[src/rtl/tdm_demux_pkg.sv]
// Shared types and constants for the TDM demultiplexer receive path.
package tdm_demux_pkg;

    localparam int unsigned NUM_CH   = 4;
    localparam int unsigned SLOT_W   = 2;
    localparam int unsigned ERR_W    = 4;
    localparam int unsigned MISS_W   = 4;

    // ui_in bit positions
    localparam int unsigned IDX_DATA = 0;
    localparam int unsigned IDX_SYNC = 1;
    localparam int unsigned IDX_EN   = 2;

    typedef enum logic {
        HUNT   = 1'b0,
        LOCKED = 1'b1
    } state_e;

endpackage

[src/rtl/tdm_slot_tracker.sv]
// Slot tracker: acquires frame sync, flywheels through missed syncs and
// counts misaligned syncs. Tells the datapath where to store each bit and
// when a complete frame is ready to publish.
module tdm_slot_tracker
    import tdm_demux_pkg::*;
#(
    parameter int unsigned MISS_MAX = 2
) (
    input  logic              clk,
    input  logic              rst_n,
    input  logic              slot_en,
    input  logic              frame_sync,
    output logic [SLOT_W-1:0] slot,
    output logic              locked,
    output logic [ERR_W-1:0]  err_cnt,
    output logic              wr_en_c,
    output logic [SLOT_W-1:0] wr_idx_c,
    output logic              publish_c
);

    state_e              state_q, state_d;
    logic [SLOT_W-1:0]   slot_q, slot_d;
    logic [MISS_W-1:0]   miss_q, miss_d;
    logic [ERR_W-1:0]    err_q, err_d;
    logic [MISS_W-1:0]   miss_inc;

    assign miss_inc = MISS_W'(miss_q + MISS_W'(1));

    // State, slot, miss and error registers
    always_ff @(posedge clk) begin
        if (!rst_n) begin
            state_q <= HUNT;
            slot_q  <= '0;
            miss_q  <= '0;
            err_q   <= '0;
        end else begin
            state_q <= state_d;
            slot_q  <= slot_d;
            miss_q  <= miss_d;
            err_q   <= err_d;
        end
    end

    // Next-state and write/publish decode; nothing moves without slot_en
    always_comb begin
        state_d   = state_q;
        slot_d    = slot_q;
        miss_d    = miss_q;
        err_d     = err_q;
        wr_en_c   = 1'b0;
        wr_idx_c  = '0;
        publish_c = 1'b0;

        case (state_q)
            HUNT: begin
                if (slot_en && frame_sync) begin
                    wr_en_c = 1'b1;
                    slot_d  = SLOT_W'(1);
                    miss_d  = '0;
                    state_d = LOCKED;
                end
            end
            LOCKED: begin
                if (slot_en) begin
                    if (frame_sync) begin
                        // Any sync realigns; only an off-slot-0 one is an error
                        if (slot_q != '0 && err_q != '1) begin
                            err_d = ERR_W'(err_q + ERR_W'(1));
                        end
                        wr_en_c = 1'b1;
                        slot_d  = SLOT_W'(1);
                        miss_d  = '0;
                    end else if (slot_q == '0) begin
                        miss_d = miss_inc;
                        if (miss_inc == MISS_W'(MISS_MAX)) begin
                            state_d = HUNT;
                            slot_d  = '0;
                        end else begin
                            wr_en_c = 1'b1;
                            slot_d  = SLOT_W'(1);
                        end
                    end else if (slot_q != SLOT_W'(NUM_CH - 1)) begin
                        wr_en_c  = 1'b1;
                        wr_idx_c = slot_q;
                        slot_d   = SLOT_W'(slot_q + SLOT_W'(1));
                    end else begin
                        publish_c = 1'b1;
                        slot_d    = '0;
                    end
                end
            end
            default: begin
                state_d = HUNT;
                slot_d  = '0;
            end
        endcase
    end

    assign slot    = slot_q;
    assign locked  = (state_q == LOCKED);
    assign err_cnt = err_q;

endmodule

[src/rtl/tt_um_tdm_demux.sv]
// 4:1 TDM receiver: rebuilds four 1-bit channels from one serial line and
// publishes them together once per complete frame.
module tt_um_tdm_demux
    import tdm_demux_pkg::*;
#(
    parameter int unsigned MISS_MAX = 2
) (
    input  logic       clk,
    input  logic       rst_n,
    input  logic       ena,
    input  logic [7:0] ui_in,
    output logic [7:0] uo_out,
    input  logic [7:0] uio_in,
    output logic [7:0] uio_out,
    output logic [7:0] uio_oe
);

    logic              tdm_data;
    logic              frame_sync;
    logic              slot_en;
    logic [SLOT_W-1:0] slot;
    logic              locked;
    logic [ERR_W-1:0]  err_cnt;
    logic              wr_en_c;
    logic [SLOT_W-1:0] wr_idx_c;
    logic              publish_c;

    logic [NUM_CH-2:0] shadow_q;
    logic [NUM_CH-1:0] ch_q;
    logic              frame_valid_q;
    logic              unused_ok;

    assign tdm_data   = ui_in[IDX_DATA];
    assign frame_sync = ui_in[IDX_SYNC];
    assign slot_en    = ui_in[IDX_EN];
    assign unused_ok  = &{1'b0, ena, ui_in[7:3], uio_in};

    tdm_slot_tracker #(
        .MISS_MAX (MISS_MAX)
    ) u_tracker (
        .clk        (clk),
        .rst_n      (rst_n),
        .slot_en    (slot_en),
        .frame_sync (frame_sync),
        .slot       (slot),
        .locked     (locked),
        .err_cnt    (err_cnt),
        .wr_en_c    (wr_en_c),
        .wr_idx_c   (wr_idx_c),
        .publish_c  (publish_c)
    );

    // Shadow buffer for slots 0..2; slot 3 goes straight to the output register
    always_ff @(posedge clk) begin
        if (!rst_n) begin
            shadow_q <= '0;
        end else begin
            for (int i = 0; i < NUM_CH - 1; i++) begin
                if (wr_en_c && wr_idx_c == SLOT_W'(i)) begin
                    shadow_q[i] <= tdm_data;
                end
            end
        end
    end

    // Publish the whole frame at once; frame_valid is a one-cycle pulse
    always_ff @(posedge clk) begin
        if (!rst_n) begin
            ch_q          <= '0;
            frame_valid_q <= 1'b0;
        end else begin
            frame_valid_q <= publish_c;
            if (publish_c) begin
                ch_q <= {tdm_data, shadow_q};
            end
        end
    end

    assign uo_out  = {slot, locked, frame_valid_q, ch_q};
    assign uio_out = {4'b0000, err_cnt};
    assign uio_oe  = 8'h0F;

endmodule
[config.mk]
export PLATFORM = sky130hd
export DESIGN_NAME = tt_um_tdm_demux
export DESIGN_NICKNAME = d
export VERILOG_FILES = /design/src/rtl/tdm_demux_pkg.sv /design/src/rtl/tdm_slot_tracker.sv /design/src/rtl/tt_um_tdm_demux.sv
export SDC_FILE = /design/constraint.sdc
export NUM_CORES = 1
export LEC_CHECK = 0
export CELL_PAD_IN_SITES_DETAIL_PLACEMENT = 0
export CELL_PAD_IN_SITES_GLOBAL_PLACEMENT = 2
export CORE_MARGIN = 2
export CORE_UTILIZATION = 31
export DETAILED_ROUTE_END_ITERATION = 12
export DONT_BUFFER_PORTS = 1
export MAX_ROUTING_LAYER = met4
export PLACE_DENSITY = 0.74
export SETUP_SLACK_MARGIN = 0.1
export SYNTH_ARGS = -nofsm -noshare
export SYNTH_HDL_FRONTEND = slang
export SYNTH_HIERARCHICAL = 1
export SYNTH_SLANG_ARGS = --single-unit
[constraint.sdc]
create_clock -name clk -period 1.63 [get_ports clk]
set_clock_uncertainty 0.1 [all_clocks]
set_input_delay 0.0815 -clock clk [delete_from_list [all_inputs] [get_ports clk]]
set_output_delay 0.0815 -clock clk [all_outputs]
set_load 0.1 [all_outputs]
==> impl_metrics.ini, run 1 <==
[routing]
antenna_left = 0
dr.pass1.iters = 4
vias = 912
vias_per_cell = 4.75
routed_wl_microns = 2430
drc_errors = 0
wl_per_cell_microns = 12.7
drt_iter0_markers = 21

[placement]
dp.cells = 180
numPortBuffers = 0
routabilityCongestion = 0.861
postPlaceCellArea_sq_mm = 0.00125
dp_hpwl_microns = 1670

[yosys]
synth_top_area_cell = dfxtp_1
synth.distinct_cells = 37
ys_dominant_reg_cell = dfxtp_1
synth-seq-area-share_pct = 34.2
synth_area_leaders = dfxtp_1 34%, buf_4 10%, mux2i_1 8.1%
ys_warn_count = 6
yosysMostFrequentCell = dfxtp_1
synth_top_cells_by_count = 19 x dfxtp_1, 15 x buf_4, 11 x nor2_1
async_reset_ff_share_pct = 0
synth-edff-count = 0
avgSynthCellArea_sq_um = 8.98
syn_inst = 124
yosysTopAreaCellShare_pct = 34.2
ys_seq_elements = 19
netlist_area_sq_mm = 0.00111

[layout]
fin_cells = 192
drive_gt1_share_pct = 37.0
diodes = 0
nets = 173
final_cell_area_sq_mm = 0.00143
area_delta_synth_final_pct = 28.2

[worst_setup_path]
critPathMaxFanout = 4
worstPathCellList = inv_2 > ha_4 > nand3_2 > a21oi_2 > o21ai_2 > a41o_1 > nor3b_2 > mux2i_1
worst_path_max_delay_cell = dfxtp_4
required_ps = 1770
worstPathArrival_ps = 1740
slowest_delay_ps = 390
critPathKind = flip-flop to flip-flop
worstSetupStartpointType = flip-flop
cp-end-kind = flip-flop

[cts]
htreeDepth = 1
cts_tree = built
cts_buffers = 3
cts_num_sinks = 19
clockBufferDepth = 2
clock_latency_ps = 300
clkTransAtPathRegs_ps = 110
cts-root-buf = clkbuf_4

[global_route]
first_global_vias = 863
antenna_found_initial = 0
grt_max_degree = 15
grt_pass1_wl_microns = 3970
overflow = 0
grt.total_usage_pct = 12.9

[floorplan]
die_x_microns = 63.9
fp.dieH_microns = 63.9
io_pins = 43
fp-row-count = 21
die_area_sq_mm = 0.00409
design.core.area_sq_mm = 0.00339
start_util_pct = 32.9

[hold_path]
min_path_type = input port to flip-flop

[sta]
fin_tns_setup_ps = 0
finalCritPeriodShare_pct = 98.2
timing.fmax_mhz = 625
setup_viol = 0
timing.final.crit_period_ps = 1600
hold_viol = 0
grt_setup_unrepaired = true
slew_viol_final = 0

[power_and_ir_drop]
leakage_nw = 0.618
p_per_area_mw_per_mm2 = 675
vdd_drop_max_v = 0.000313

[run]
drv_cap = 0

[run_status]
status = finished, final reports clean
-- stage by stage --
step           power [mW]  setup WS [ps]  utilization (%)  hold slack [ps]
2_1_floorplan       0.714          -81.8                -              109
3_5_place_dp        0.712           -225             37.0              121
5_1_grt              1.02          -91.3             42.1             12.0
6_report            0.964           29.5             42.1             16.7
4_1_cts             0.974          -14.4             41.7             2.70
3_3_place_gp        0.710           -180             37.0              115
-- worst max-delay path, delay by kind of cell (launching register included) --
family,cells,cell delay [ps]
AOI/OAI and AO/OA,3,390
buffers and inverters,1,50
adders and majority gates,1,160
DFF,1,390
muxes,1,190
and+or+nand+nor,2,260
-- cell families after synthesis --
family	share of synthesized area, %
simple gates	23.1
buf+inv	12.2
compound gates	12.2
flops	34.2
mux	8.09
fa+ha+maj	7.86
other cells	0.674
xor+xnor	1.57
-- area by class of cell --
| class | instances | area [sq um] |
|---|---|---|
| clock buffer | 3 | 22.5 |
| inverter | 5 | 23.8 |
| sequential | 19 | 407 |
| clock inverter | 1 | 5.00 |
| multi-input combinational | 94 | 718 |
| tap | 46 | 57.6 |
| timing repair buffer | 24 | 194 |
| fill | 354 | 1960 |
-- cells in the final DEF (no fill, tap or decap), drive strengths merged, types with 2 or more instances in the layout --
cell and count:
nand3 4, ha 7, nand2 6, buf 20, nand2b 2, clkbuf 3, conb 12, dfxtp 19
nor2b 5, inv 5, a21oi 4, dlygate4sd3 4, mux2i 9, nor2 11, o21ai 4, nand3b 2
and3 4, and2 3, nor3 3, a21o 2
-- power by group --
part           total, mW  switching, mW  internal, mW  leakage [nW]
logic              0.253          0.200        0.0528         0.440
registers          0.473        0.00937         0.464         0.160
clock network      0.238          0.146        0.0915        0.0177
-- repair_timing --
action | CTS | global route
pin swaps | 4 | 0
buffers inserted | 4 | 0
endpoints found under the hold margin | 19 | 0
gates resized for setup | 15 | 6
endpoints found under the setup margin | 6 | 7
hold buffers | 4 | 0
-- sequential cells by signal (all words and copies together) (netlist names) --
| name | flops |
|---|---|
| u_tracker/locked | 1 |
| ch_q | 4 |
| shadow_q | 3 |
| u_tracker/miss_q | 4 |
| u_tracker/err_cnt | 4 |
| frame_valid_q | 1 |
| u_tracker/slot | 2 |
-- final timing paths --
check | start | endpoint | slack (ps) | depth (start not counted)
worst max-delay path | u_tracker/miss_q[1] | shadow_q[0] | 30 | 8
worst min register to register | shadow_q[0] | shadow_q[0] | 370 | 2
worst min-delay path | ui_in[2] | u_tracker/locked | 20 | 2
worst max register to register | u_tracker/miss_q[1] | shadow_q[0] | 30 | 8
-- routing by layer --
metal  vias up  routed length, microns  GRT usage (%)
met5         -                       0              -
met4         0                      10           3.26
met3         2                     125           4.05
met2        25                    1230           21.7
met1       434                    1070           14.7
li1        451                       -              -
Power figures use the tool's default switching activity.
==> inputs of run 2 (changes only) <==
--- a/config.mk
+++ b/config.mk
@@ -5,6 +5,7 @@
 export SDC_FILE = /design/constraint.sdc
 export NUM_CORES = 1
 export LEC_CHECK = 0
+export ABC_CLOCK_PERIOD_IN_PS = 1630
 export CELL_PAD_IN_SITES_DETAIL_PLACEMENT = 0
 export CELL_PAD_IN_SITES_GLOBAL_PLACEMENT = 2
 export CORE_MARGIN = 2
@@ -13,6 +14,7 @@
 export DONT_BUFFER_PORTS = 1
 export MAX_ROUTING_LAYER = met4
 export PLACE_DENSITY = 0.74
+export REMOVE_ABC_BUFFERS = 1
 export SETUP_SLACK_MARGIN = 0.1
 export SYNTH_ARGS = -nofsm -noshare
 export SYNTH_HDL_FRONTEND = slang
==> run 2 against run 1 <==
Sequential share of layout area shrank 2.3 points. Worst hold slack gained 6.8 ps. Largest cell class unchanged. Flip-flop and latch count is the same. The run now ends with setup timing left.
==> impl_metrics.ini, run 2 (synthesized netlist as in run 1, its figures left out) <==
[worst_setup_path]
required_ps = 1730
worstSetupStartpointType = flip-flop
slowest_delay_ps = 380
critPathMaxFanout = 4
critPathKind = flip-flop to flip-flop
cp_num_buf_inv = 1
worst_path_max_delay_cell = dfxtp_4
r2r_slack_ps = -10
cp_top_family = compound AO/OA/AOI/OAI gates
worstPathArrival_ps = 1740
cp-end-kind = flip-flop
worstPathCellList = buf_4 > a21o_1 > a21oi_2 > o21ai_2 > a41o_1 > nor3b_2 > mux2i_1

[placement]
dp_hpwl_microns = 1670
routabilityCongestion = 0.860
numPortBuffers = 0
pre_cts_ws_ps = -205

[layout]
drive_gt1_share_pct = 38.2
nets = 179
diodes = 0
area_delta_synth_final_pct = 34.7
finish.utilization_pct = 44.3
final_cell_mix = 21 x buf_4, 13 x dfxtp_1, 12 x conb_1, 10 x nor2_1, 9 x mux2i_1
final_common_cell = buf_4

[routing]
drt_iter0_markers = 54
vias_per_cell = 4.62
dr.pass1.iters = 4
drc_errors = 0
vias = 914
routed_wl_microns = 2470
wl_per_cell_microns = 12.5
antenna_left = 0

[global_route]
first_global_vias = 871
antenna_found_initial = 0
grt_pass1_wl_microns = 4310
grt.total_usage_pct = 13.9
grt_max_degree = 15
overflow = 0

[cts]
cts_num_sinks = 19
clockBufferDepth = 2
cts_tree = built
clock_latency_ps = 300
cts_buffers = 3
clkTransAtPathRegs_ps = 120
htreeDepth = 1
cts-root-buf = clkbuf_4

[power_and_ir_drop]
vdd_drop_max_v = 0.000349
leakage_nw = 0.659
p_per_area_mw_per_mm2 = 663

[run]
drv_cap = 0

[floorplan]
io_pins = 43
fp-row-count = 21
start_util_pct = 32.9
die_area_sq_mm = 0.00409
die_x_microns = 63.9
fp.dieH_microns = 63.9
design.core.area_sq_mm = 0.00339

[sta]
hold_viol = 0
setup_viol = 1
slew_viol_final = 0
timing.final.crit_period_ps = 1640
layout_setup_ws_ps = -12.9
whs_ps = 23.6
timing.fmax_mhz = 609
grt_setup_unrepaired = true
fin_tns_setup_ps = -12.9
finalCritPeriodShare_pct = 101

[run_status]
violations = setup timing
status = finished with violations

[hold_path]
min_path_type = input port to flip-flop
==> run 2: changes by cell type in the layout (fill, tap and decap cells not counted), sizes merged <==
cell	change
buf	+5
dlymetal6s4s	+1
==> run 2: timing repair <==
action / in CTS / in global routing
pin swaps: 9 / 3
hold buffers: 5 / 0
setup endpoints to repair: 12 / 15
resized for setup: 26 / 13
hold endpoints to repair: 19 / 0
setup buffers: 1 / 0
==> run 2: worst register-to-register path, stage by stage (launching register included) <==
cell and delay [ps]:
dfxtp_4 380, buf_4 150, a21o_1 180, a21oi_2 170
o21ai_2 90, a41o_1 200, nor3b_2 160, mux2i_1 110
==> run 2: worst paths after layout <==
path / startpoint / end / cells after the start
worst max-delay path: u_tracker/miss_q[1] / shadow_q[0] / 7
worst min-delay path: ui_in[2] / u_tracker/locked / 2
worst max register to register: u_tracker/miss_q[1] / shadow_q[0] / 7
worst min register to register: shadow_q[2] / shadow_q[2] / 2
==> run 2: metrics by stage <==
stage,cell area [sq um],cells,power (mW)
floorplan,1030,118,0.685
global placement,1280,189,0.721
detailed placement,1280,189,0.721
CTS,1460,198,0.997
global route,1500,198,1.05
finish,1500,198,0.995
==> run 2: where the power goes <==
part	switching [mW]	leakage (nW)	internal (mW)
logic	0.206	0.484	0.0642
clock network	0.156	0.0177	0.0914
registers	0.00766	0.157	0.469
==> run 2: layout make-up <==
| class | count | area, sq um |
|---|---|---|
| Timing Repair Buffer | 30 | 255 |
| Inverter | 5 | 18.8 |
| Clock inverter | 1 | 5.00 |
| Sequential cell | 19 | 393 |
| Multi-Input combinational cell | 94 | 748 |
| Tap cell | 46 | 57.6 |
| Fill cell | 331 | 1890 |
| Clock buffer | 3 | 22.5 |
==> run 2: layer usage <==
metal | share of wire (%) | up-vias | routed length [microns] | track usage (%)
li1 | - | 466 | - | -
met2 | 48 | 20 | 1190 | 21.4
met1 | 46 | 422 | 1140 | 17.9
met3 | 3.6 | 6 | 89 | 1.94
met4 | 2.3 | 0 | 57 | 6.79
met5 | 0 | - | 0 | -
==> inputs of run 3 (changes only) <==
--- a/config.mk
+++ b/config.mk
@@ -13,10 +13,9 @@
 export DETAILED_ROUTE_END_ITERATION = 12
 export DONT_BUFFER_PORTS = 1
 export MAX_ROUTING_LAYER = met4
-export PLACE_DENSITY = 0.74
+export PLACE_DENSITY = 0.75
 export REMOVE_ABC_BUFFERS = 1
 export SETUP_SLACK_MARGIN = 0.1
 export SYNTH_ARGS = -nofsm -noshare
 export SYNTH_HDL_FRONTEND = slang
-export SYNTH_HIERARCHICAL = 1
 export SYNTH_SLANG_ARGS = --single-unit
==> run 3 against run 2 <==
The run still ends with setup timing left. Register-to-register slack about the same. Highest routed layer unchanged. Clock-buffer cell count up 1. Cell area about the same. Sequential share of layout area down 0.31 points. Non-clock buffer count down 4. Die area up 1.3%. Sequential power about the same.
==> impl_metrics.ini, run 3 <==
[run_status]
status = finished with violations
violations = setup timing

[floorplan]
fp.dieH_microns = 64.3
io_pins = 43
die_x_microns = 64.3
die_area_sq_mm = 0.00414
start_util_pct = 33.0
fp-row-count = 21
design.core.area_sq_mm = 0.00342

[yosys]
synth-seq-area-share_pct = 33.7
avgSynthCellArea_sq_um = 8.55
ys_warn_count = 0
yosysMostFrequentCell = dfxtp_1
syn_inst = 132
synth_area_leaders = dfxtp_1 34%, buf_4 9.3%, ha_1 7.8%
ys_dominant_reg_cell = dfxtp_1
synth.distinct_cells = 40
synth-edff-count = 0
synth_top_cells_by_count = 19 x dfxtp_1, 15 x nor2_1, 14 x buf_4
yosysTopAreaCellShare_pct = 33.7
synth_top_area_cell = dfxtp_1
ys_seq_elements = 19
netlist_area_sq_mm = 0.00113
async_reset_ff_share_pct = 0

[routing]
drc_errors = 0
antenna_left = 0
routed_wl_microns = 2620
dr.pass1.iters = 4
vias_per_cell = 4.77
drt_iter0_markers = 25
vias = 963
wl_per_cell_microns = 12.9

[cts]
clockBufferDepth = 2
cts_num_sinks = 19
cts_tree = built
cts_buffers = 3
cts-root-buf = clkbuf_4
clkTransAtPathRegs_ps = 110
clock_latency_ps = 300
htreeDepth = 1

[sta]
layout_setup_ws_ps = -1.97
timing.final.crit_period_ps = 1630
grt_setup_unrepaired = true
fin_tns_setup_ps = -1.97
slew_viol_final = 0
hold_viol = 0
timing.fmax_mhz = 613
whs_ps = 32.7
setup_viol = 1
finalCritPeriodShare_pct = 100

[worst_setup_path]
r2r_slack_ps = -2
r2r-start = u_tracker.slot[0]
critPathMaxFanout = 3
crit_path_end = u_tracker.err_cnt[3]
startpoint = u_tracker.slot[0]
required_ps = 1710
worstSetupStartpointType = flip-flop
rr_endpoint = u_tracker.err_cnt[3]
critPathKind = flip-flop to flip-flop
cp-end-kind = flip-flop
r2r_cells = 6
worstPathArrival_ps = 1710

[global_route]
grt_busiest_layer = met2
first_global_vias = 914
grt_max_degree = 15
overflow = 0
met2_usage_pct = 23.7
grt.total_usage_pct = 13.2
use_met3_pct = 1.94
antenna_found_initial = 0
met1_usage_pct = 14.9
grt_pass1_wl_microns = 4220

[placement]
routabilityCongestion = 0.802
pre_cts_ws_ps = -103
dp_hpwl_microns = 1770
dp.cells = 192
numPortBuffers = 0

[layout]
diodes = 0
final_cell_mix = 20 x buf_4, 15 x nor2_1, 13 x dfxtp_1, 12 x conb_1, 11 x nand2_1
area_delta_synth_final_pct = 32.8
drive_gt1_share_pct = 35.3
final_common_cell = buf_4
nets = 183
fin_cells = 202

[run]
drv_cap = 0

[hold_path]
holdPathStages = 3
min_path_type = input port to flip-flop

[power_and_ir_drop]
total_power_uw = 982
vdd_drop_max_v = 0.000406
p_per_area_mw_per_mm2 = 655
leakage_nw = 0.627
-- run 3: cell count changes in the layout (fill, tap and decap cells not counted), moves of 3 or more --
cell     before  now
nor2b_1       4    1
inv_1         2    5
nor3_1        3    0
nand2_1       4   11
nor2_1       10   15
-- run 3: kinds of logic after synthesis --
logic type      share of synthesized area (%)
simple gates                             21.8
buf+inv                                  12.4
compound gates                           14.9
flops                                    33.7
mux                                      7.21
fa+ha+maj                                7.76
other cells                             0.665
xor+xnor                                 1.55
-- run 3: cell type report --
class | count | area (sq um)
Multi-Input combinational cell | 100 | 788
Timing Repair Buffer | 26 | 213
Clock buffer | 4 | 26.3
Fill cell | 348 | 1920
Inverter | 7 | 26.3
Tap cell | 46 | 57.6
Sequential cell | 19 | 388
-- run 3: what timing repair did --
action,CTS,global route
pin swaps,4,7
hold buffers,4,0
hold endpoints to repair,11,0
gates resized for setup,12,24
setup endpoints to repair,10,14
setup buffers,2,0
-- run 3: metal layers --
layer | routed length (microns) | vias to the layer above
met4 | 26 | 0
li1 | - | 479
met2 | 1430 | 19
met1 | 1070 | 461
met5 | 0 | -
met3 | 86 | 4
-- run 3: worst max-delay path, stage by stage (launching register included) --
cell,delay [ps]
dfxtp_2,370
inv_2,50
ha_4,150
nand4b_1,230
or3b_4,430
xor2_2,130
nor2_1,50
-- run 3: worst min-delay path by stage --
stage             start                   to  slack (ps)
5_1_grt        ui_in[1]          shadow_q[0]          50
3_3_place_gp      rst_n    u_tracker.slot[0]         130
2_1_floorplan     rst_n    u_tracker.slot[0]         120
6_report       ui_in[2]    u_tracker.slot[0]          30
4_1_cts        ui_in[1]    u_tracker.slot[0]          20
3_5_place_dp      rst_n  u_tracker.miss_q[3]         140
-- run 3: stage by stage --
stage	instance area, sq um	util (%)
finish	1500	43.9
global route	1500	43.9
CTS	1390	40.6
detailed placement	1260	36.9
global placement	1260	36.9
floorplan	1050	-
-- run 3: report_power, final --
| part | total (mW) | switching [mW] | internal (mW) |
|---|---|---|---|
| clock network | 0.246 | 0.151 | 0.0953 |
| logic | 0.256 | 0.207 | 0.0491 |
| registers | 0.480 | 0.00762 | 0.472 |
